--- config.mk ---
export PLATFORM = sky130hd
export DESIGN_NAME = uart_frame_ctrl
export DESIGN_NICKNAME = d
export VERILOG_FILES = /design/src/rtl/uart_frame_pkg.sv /design/src/rtl/uart_gap_timer.sv /design/src/rtl/uart_frame_ctrl.sv
export SDC_FILE = /design/constraint.sdc
export NUM_CORES = 1
export LEC_CHECK = 0
export ABC_AREA = 1
export BUFFER_PORTS_ARGS = -buffer_cell sky130_fd_sc_hd__buf_2
export CAP_MARGIN = 20
export CORE_MARGIN = 2
export CORE_UTILIZATION = 60
export DETAILED_ROUTE_END_ITERATION = 7
export PLACE_DENSITY = 0.8
export SYNTH_ARGS = -nofsm -noshare
export SYNTH_HDL_FRONTEND = slang
export SYNTH_SLANG_ARGS = --single-unit
--- constraint.sdc ---
create_clock -name clk -period 2.8 [get_ports clk]
set_input_delay 0.56 -clock clk [delete_from_list [all_inputs] [get_ports clk]]
set_output_delay 0.56 -clock clk [all_outputs]
set_load 0.005 [all_outputs]
--- src/rtl/uart_frame_pkg.sv ---
// uart_frame_pkg: shared state encoding, error codes and header defaults for the UART frame controller.
package uart_frame_pkg;
  typedef enum logic [7:0] {
    S_IDLE     = 8'h01,
    S_HDR1     = 8'h02,
    S_LEN      = 8'h04,
    S_LO       = 8'h08,
    S_HI       = 8'h10,
    S_CHK      = 8'h20,
    S_START    = 8'h40,
    S_WAIT_FFT = 8'h80
  } state_t;
  localparam logic [1:0] ERR_NONE = 2'b00;
  localparam logic [1:0] ERR_LEN  = 2'b01;
  localparam logic [1:0] ERR_CHK  = 2'b10;
  localparam logic [1:0] ERR_TMO  = 2'b11;
  localparam logic [7:0] HDR0_DEF = 8'hAA;
  localparam logic [7:0] HDR1_DEF = 8'h55;
endpackage

--- src/rtl/uart_gap_timer.sv ---
// uart_gap_timer: counts idle cycles between bytes and flags when the gap reaches TIMEOUT.
module uart_gap_timer #(
  parameter logic [31:0] TIMEOUT = 32'd52070
) (
  input  logic clk,
  input  logic rst_n,
  input  logic en,
  input  logic clr,
  output logic expire
);
  logic [31:0] cnt;
  always_ff @(posedge clk or negedge rst_n)
    if (!rst_n) cnt <= '0;
    else cnt <= (clr || !en) ? '0 : cnt + 32'd1;
  assign expire = en && cnt >= TIMEOUT;
endmodule

--- src/rtl/uart_frame_ctrl.sv ---
// uart_frame_ctrl: turns the UART byte stream into checksummed 16-bit sample frames and
// hands each good frame to the FFT, holding off new frames until the FFT is done.
module uart_frame_ctrl
  import uart_frame_pkg::*;
#(
  parameter int          DATA_W      = 16,
  parameter int          ADDR_W      = 8,
  parameter int          MAX_SAMPLES = 256,
  parameter logic [7:0]  HDR0        = HDR0_DEF,
  parameter logic [7:0]  HDR1        = HDR1_DEF,
  parameter logic [31:0] TIMEOUT     = 32'd52070
) (
  input  logic              clk,
  input  logic              rst_n,
  input  logic [7:0]        rx_data,
  input  logic              rx_done,
  input  logic              fft_done,
  output logic              wr_en,
  output logic [ADDR_W-1:0] wr_addr,
  output logic [DATA_W-1:0] wr_data,
  output logic              fft_start,
  output logic [ADDR_W:0]   fft_len,
  output logic              busy,
  output logic              frame_err,
  output logic [1:0]        err_code,
  output logic              drop
);
  state_t state, state_nx;
  logic [ADDR_W:0] n, cnt, cnt_nx;
  logic [7:0] lo, acc;
  logic len_ok, chk_ok, tmo, gap_en;
  assign len_ok = int'(rx_data) + 1 <= MAX_SAMPLES;
  assign chk_ok = rx_data == acc;
  assign cnt_nx = cnt + 1'b1;
  uart_gap_timer #(.TIMEOUT(TIMEOUT)) u_gap (
    .clk(clk), .rst_n(rst_n), .en(gap_en), .clr(rx_done), .expire(tmo)
  );
  always_ff @(posedge clk or negedge rst_n)
    if (!rst_n) state <= S_IDLE;
    else state <= state_nx;
  always_comb begin
    state_nx  = state;
    gap_en    = state inside {S_HDR1, S_LEN, S_LO, S_HI, S_CHK};
    busy      = !(state inside {S_IDLE, S_HDR1});
    fft_start = state == S_START;
    if (rx_done)
      case (state)
        S_IDLE:  state_nx = rx_data == HDR0 ? S_HDR1 : S_IDLE;
        S_HDR1:  state_nx = rx_data == HDR1 ? S_LEN : rx_data == HDR0 ? S_HDR1 : S_IDLE;
        S_LEN:   state_nx = len_ok ? S_LO : S_IDLE;
        S_LO:    state_nx = S_HI;
        S_HI:    state_nx = cnt_nx == n ? S_CHK : S_LO;
        S_CHK:   state_nx = chk_ok ? S_START : S_IDLE;
        default: state_nx = state;
      endcase
    else if (tmo) state_nx = S_IDLE;
    if (state == S_START) state_nx = S_WAIT_FFT;
    if (state == S_WAIT_FFT && fft_done) state_nx = S_IDLE;
  end
  // Bytes landing while the FFT owns the buffer are discarded and reported via drop.
  always_ff @(posedge clk or negedge rst_n)
    if (!rst_n) begin
      wr_en     <= 1'b0;
      wr_addr   <= '0;
      wr_data   <= '0;
      fft_len   <= '0;
      frame_err <= 1'b0;
      err_code  <= ERR_NONE;
      drop      <= 1'b0;
      n         <= '0;
      cnt       <= '0;
      lo        <= '0;
      acc       <= '0;
    end else begin
      wr_en     <= rx_done && state == S_HI;
      frame_err <= 1'b0;
      drop      <= 1'b0;
      if (rx_done)
        case (state)
          S_LEN:
            if (len_ok) begin
              n        <= (ADDR_W+1)'({1'b0, rx_data} + 9'd1);
              cnt      <= '0;
              acc      <= rx_data;
              err_code <= ERR_NONE;
            end else begin
              frame_err <= 1'b1;
              err_code  <= ERR_LEN;
            end
          S_LO: begin
            lo  <= rx_data;
            acc <= acc ^ rx_data;
          end
          S_HI: begin
            wr_addr <= cnt[ADDR_W-1:0];
            wr_data <= DATA_W'({rx_data, lo});
            cnt     <= cnt_nx;
            acc     <= acc ^ rx_data;
          end
          S_CHK:
            if (chk_ok) fft_len <= n;
            else begin
              frame_err <= 1'b1;
              err_code  <= ERR_CHK;
            end
          S_START, S_WAIT_FFT: drop <= 1'b1;
          default: ;
        endcase
      else if (tmo) begin
        frame_err <= 1'b1;
        err_code  <= ERR_TMO;
      end
    end
endmodule
==> summary.md <==
| Metric | Value |
|---|---|
| CTS Sinks | 112 |
| Vias in the first global route | 4962 |
| Post-synth EDFFs | 0 |
| Die Y | 104.0 um |
| Ratio of cells with drive above 1 in the final layout | 0.1619 |
| Crit-path leading delay family | simple AND/OR/NAND/NOR gates |
| Seq cells post-synth | 112 |
| Sw Share | 0.2981 |
| 1st-iter DRT viols | 400 |
| Via count | 5259 |
| Worst path max stage delay | 420 ps |
| Diode count | 0 |
| Gr ovfl total | 0 |
| Post-synth top flop | dfrtp_1 |
| Sequential Power Share | 0.550 |
| Worst Path Arrival | 1660 ps |
| Max cap viols | 0 |
| Clk buf depth | 2 |
| Clock power share | 0.292 |
| Final #Nets | 822 |
| F_max | 451.4 MHz |
| Area growth from synthesis to layout | 9.764% |
| Fill count | 852 |
| Core area | 9729 sq um |
| Critical Path RT | 2240 ps |
| # IOs | 52 |
| Synth Area per Inst | 7.954 sq um |
| Initial Util | 0.6164 |
| Crit-path max FO | 4 |
| Final Util | 0.6766 |
| First-pass GRT wire length | 23840 um |
| Largest net degree at the start of global routing | 46 |
| CTS H-tree lvls | 3 |
| Synthesized area | 5997 sq um |
| Crit-path cells | nor2_1 > inv_2 > nor2_4 > nand4_1 > inv_1 > buf_2 |
| Worst rel slew slack | 0.5270 |
| Cell count after synthesis | 754 |
| Peak supply drop | 0.5019 mV |
| Crit start category | flop |
| Overall power | 0.003463 W |
| Worst-path clk slew | 100 ps |
| Worst-Margin Slew | 708.5 ps |
| Antenna violations before repair | 0 |
| Hold Path Class | in2async |
| Drt total wl | 14450 um |
| Setup TNS | 0 ps |
| CP endpoint kind | output pin |
| Tcrit/Tclk final | 0.7912 |
| Setup Buffers After CTS | 0 |
| Min cycle time layout | 2215 ps |
| Hold violation count in the final report | 0 |
| CP max-delay cell | dfrtp_1 |
| Wirelength per Cell | 15.34 um |
| Setup violators final | 0 |
| Post-CTS Hold Buffers | 0 |
| RSZ-0062 raised after global routing | no |
| Netlist cell types | 45 |
| P_leak | 3.257 nW |
| Avg Vias per Cell | 5.583 |
| Final Skew | 8.940 ps |
| Commonest non-fill, non-tap cell in the layout | nand2_1 |
| Post-DRT Antenna Nets | 0 |
| Pint | 0.002431 W |
| Final-report max-slew violation count | 0 |
| HPWL Detailed | 10810 um |
| Power per cell area | 526.2 nW/um^2 |
| Post-CTS sizing | 0 |
| Crit Path Category | reg2out |
| Clock root buffer | clkbuf_8 |
| Hold_ws | 136.3 ps |
| Total track usage | 0.2768 |
| Die area | 10810 sq um |
| Synth async-reset ratio | 1.000 |
| Port bufs | 51 |
| P_sw | 0.001033 W |
| Ys Warns | 0 |
| Die width | 104.0 um |
| CTS buffer count | 9 |
| Most frequent cells in the layout | nand2_1 (215), dfrtp_1 (111), nor2_1 (70) |
| Router iterations before antenna repair | 6 |
| DR DRC count | 0 |
| Worst skew pair latency | 390 ps |
| CTS tree | built |
| GPL Wtd Cong | 0.9324 |
| WP buf/inv | 3 |
| Logic pwr share | 0.158 |
| Status | finished, final reports clean |
| FP Rows | 36 |
| Sequential area share after synthesis | 0.4676 |
| Net Count, Synth | 772 |
[synth_stat cells, drive strengths merged, types with 6 or more instances]
cell	n	area, sq um
nand3	43	262.8
dfrtp	111	2778
nand2	224	878.3
xor2	20	175.2
o21ai	72	379.1
a21oi	16	91.34
ha	6	75.07
clkbuf	6	26.28
xnor2	8	70.07
buf	11	78.82
nor2	86	392.9
inv	78	292.8
nand4	25	156.4
nor3	24	135.1
[state kept, by name, indices dropped and copies added, names as in the netlist, 2 cells and up]
register	count
n	9
wr_addr	8
u_gap.cnt	32
fft_len	9
wr_data	16
err_code	2
lo	8
cnt	9
state	8
acc	8
[stage by stage]
step / worst slack [ps] / area, sq um / std cells
global placement: 613.6 / 6379 / 926
detailed placement: 499.9 / 6379 / 926
CTS: 577.5 / 6583 / 942
global route: 447.4 / 6583 / 942
finish: 584.6 / 6583 / 942
floorplan: 912.8 / 5997 / 754
[final cells by class]
class,count,area [sq um],area share
inverters,79,296.5,0.04505
clock inverters,6,66.31,0.01007
well taps,133,166.4,0.02528
flip-flops and latches,112,2804,0.4260
clock buffers,10,137.6,0.02091
repair buffers,56,320.3,0.04866
multi-input cells,546,2791,0.4241
[metal layers]
| metal | wire (um) | share of wire | up-vias | global-route usage |
|---|---|---|---|---|
| li1 | - | - | 2537 | - |
| met5 | 0 | 0 | - | 0 |
| met1 | 6226 | 0.43 | 2477 | 0.3765 |
| met2 | 6922 | 0.48 | 208 | 0.4507 |
| met4 | 366 | 0.025 | 0 | 0.08205 |
| met3 | 932 | 0.065 | 37 | 0.05764 |
[worst paths after layout]
kind | from | end | slack [ps] | cells after the start
max | state[3] | fft_start | 580 | 6
min | rst_n | lo[5] | 140 | 1
max reg2reg | cnt[0] | state[3] | 600 | 14
min reg2reg | wr_data[4] | wr_data[4] | 480 | 2
max in group asynchronous | rst_n | state[0] | 2030 | 2
min in group clk | rx_data[0] | n[0] | 460 | 2
[cells by family (layout without fill, tap and decap cells)]
| group | Yosys count | in the layout | share of synthesized area |
|---|---|---|---|
| DFF | 112 | 112 | 0.4676 |
| muxes | 2 | 2 | 0.003755 |
| adders and majority gates | 6 | 6 | 0.01252 |
| buffers and inverters | 96 | 151 | 0.06697 |
| AOI/OAI and AO/OA | 96 | 96 | 0.08826 |
| and+or+nand+nor | 414 | 414 | 0.3200 |
| xor gates and xnor gates | 28 | 28 | 0.04089 |
[power by group through the flow]
stage          clock network (W)  logic, W  registers, W
2_1_floorplan                  0  0.000340       0.00191
3_3_place_gp                   0  0.000514       0.00192
3_5_place_dp                   0  0.000539       0.00193
4_1_cts                  0.00103  0.000543       0.00190
5_1_grt                  0.00108  0.000617       0.00192
6_report                 0.00101  0.000547       0.00191
No activity file was read; power rests on OpenSTA's default activity.
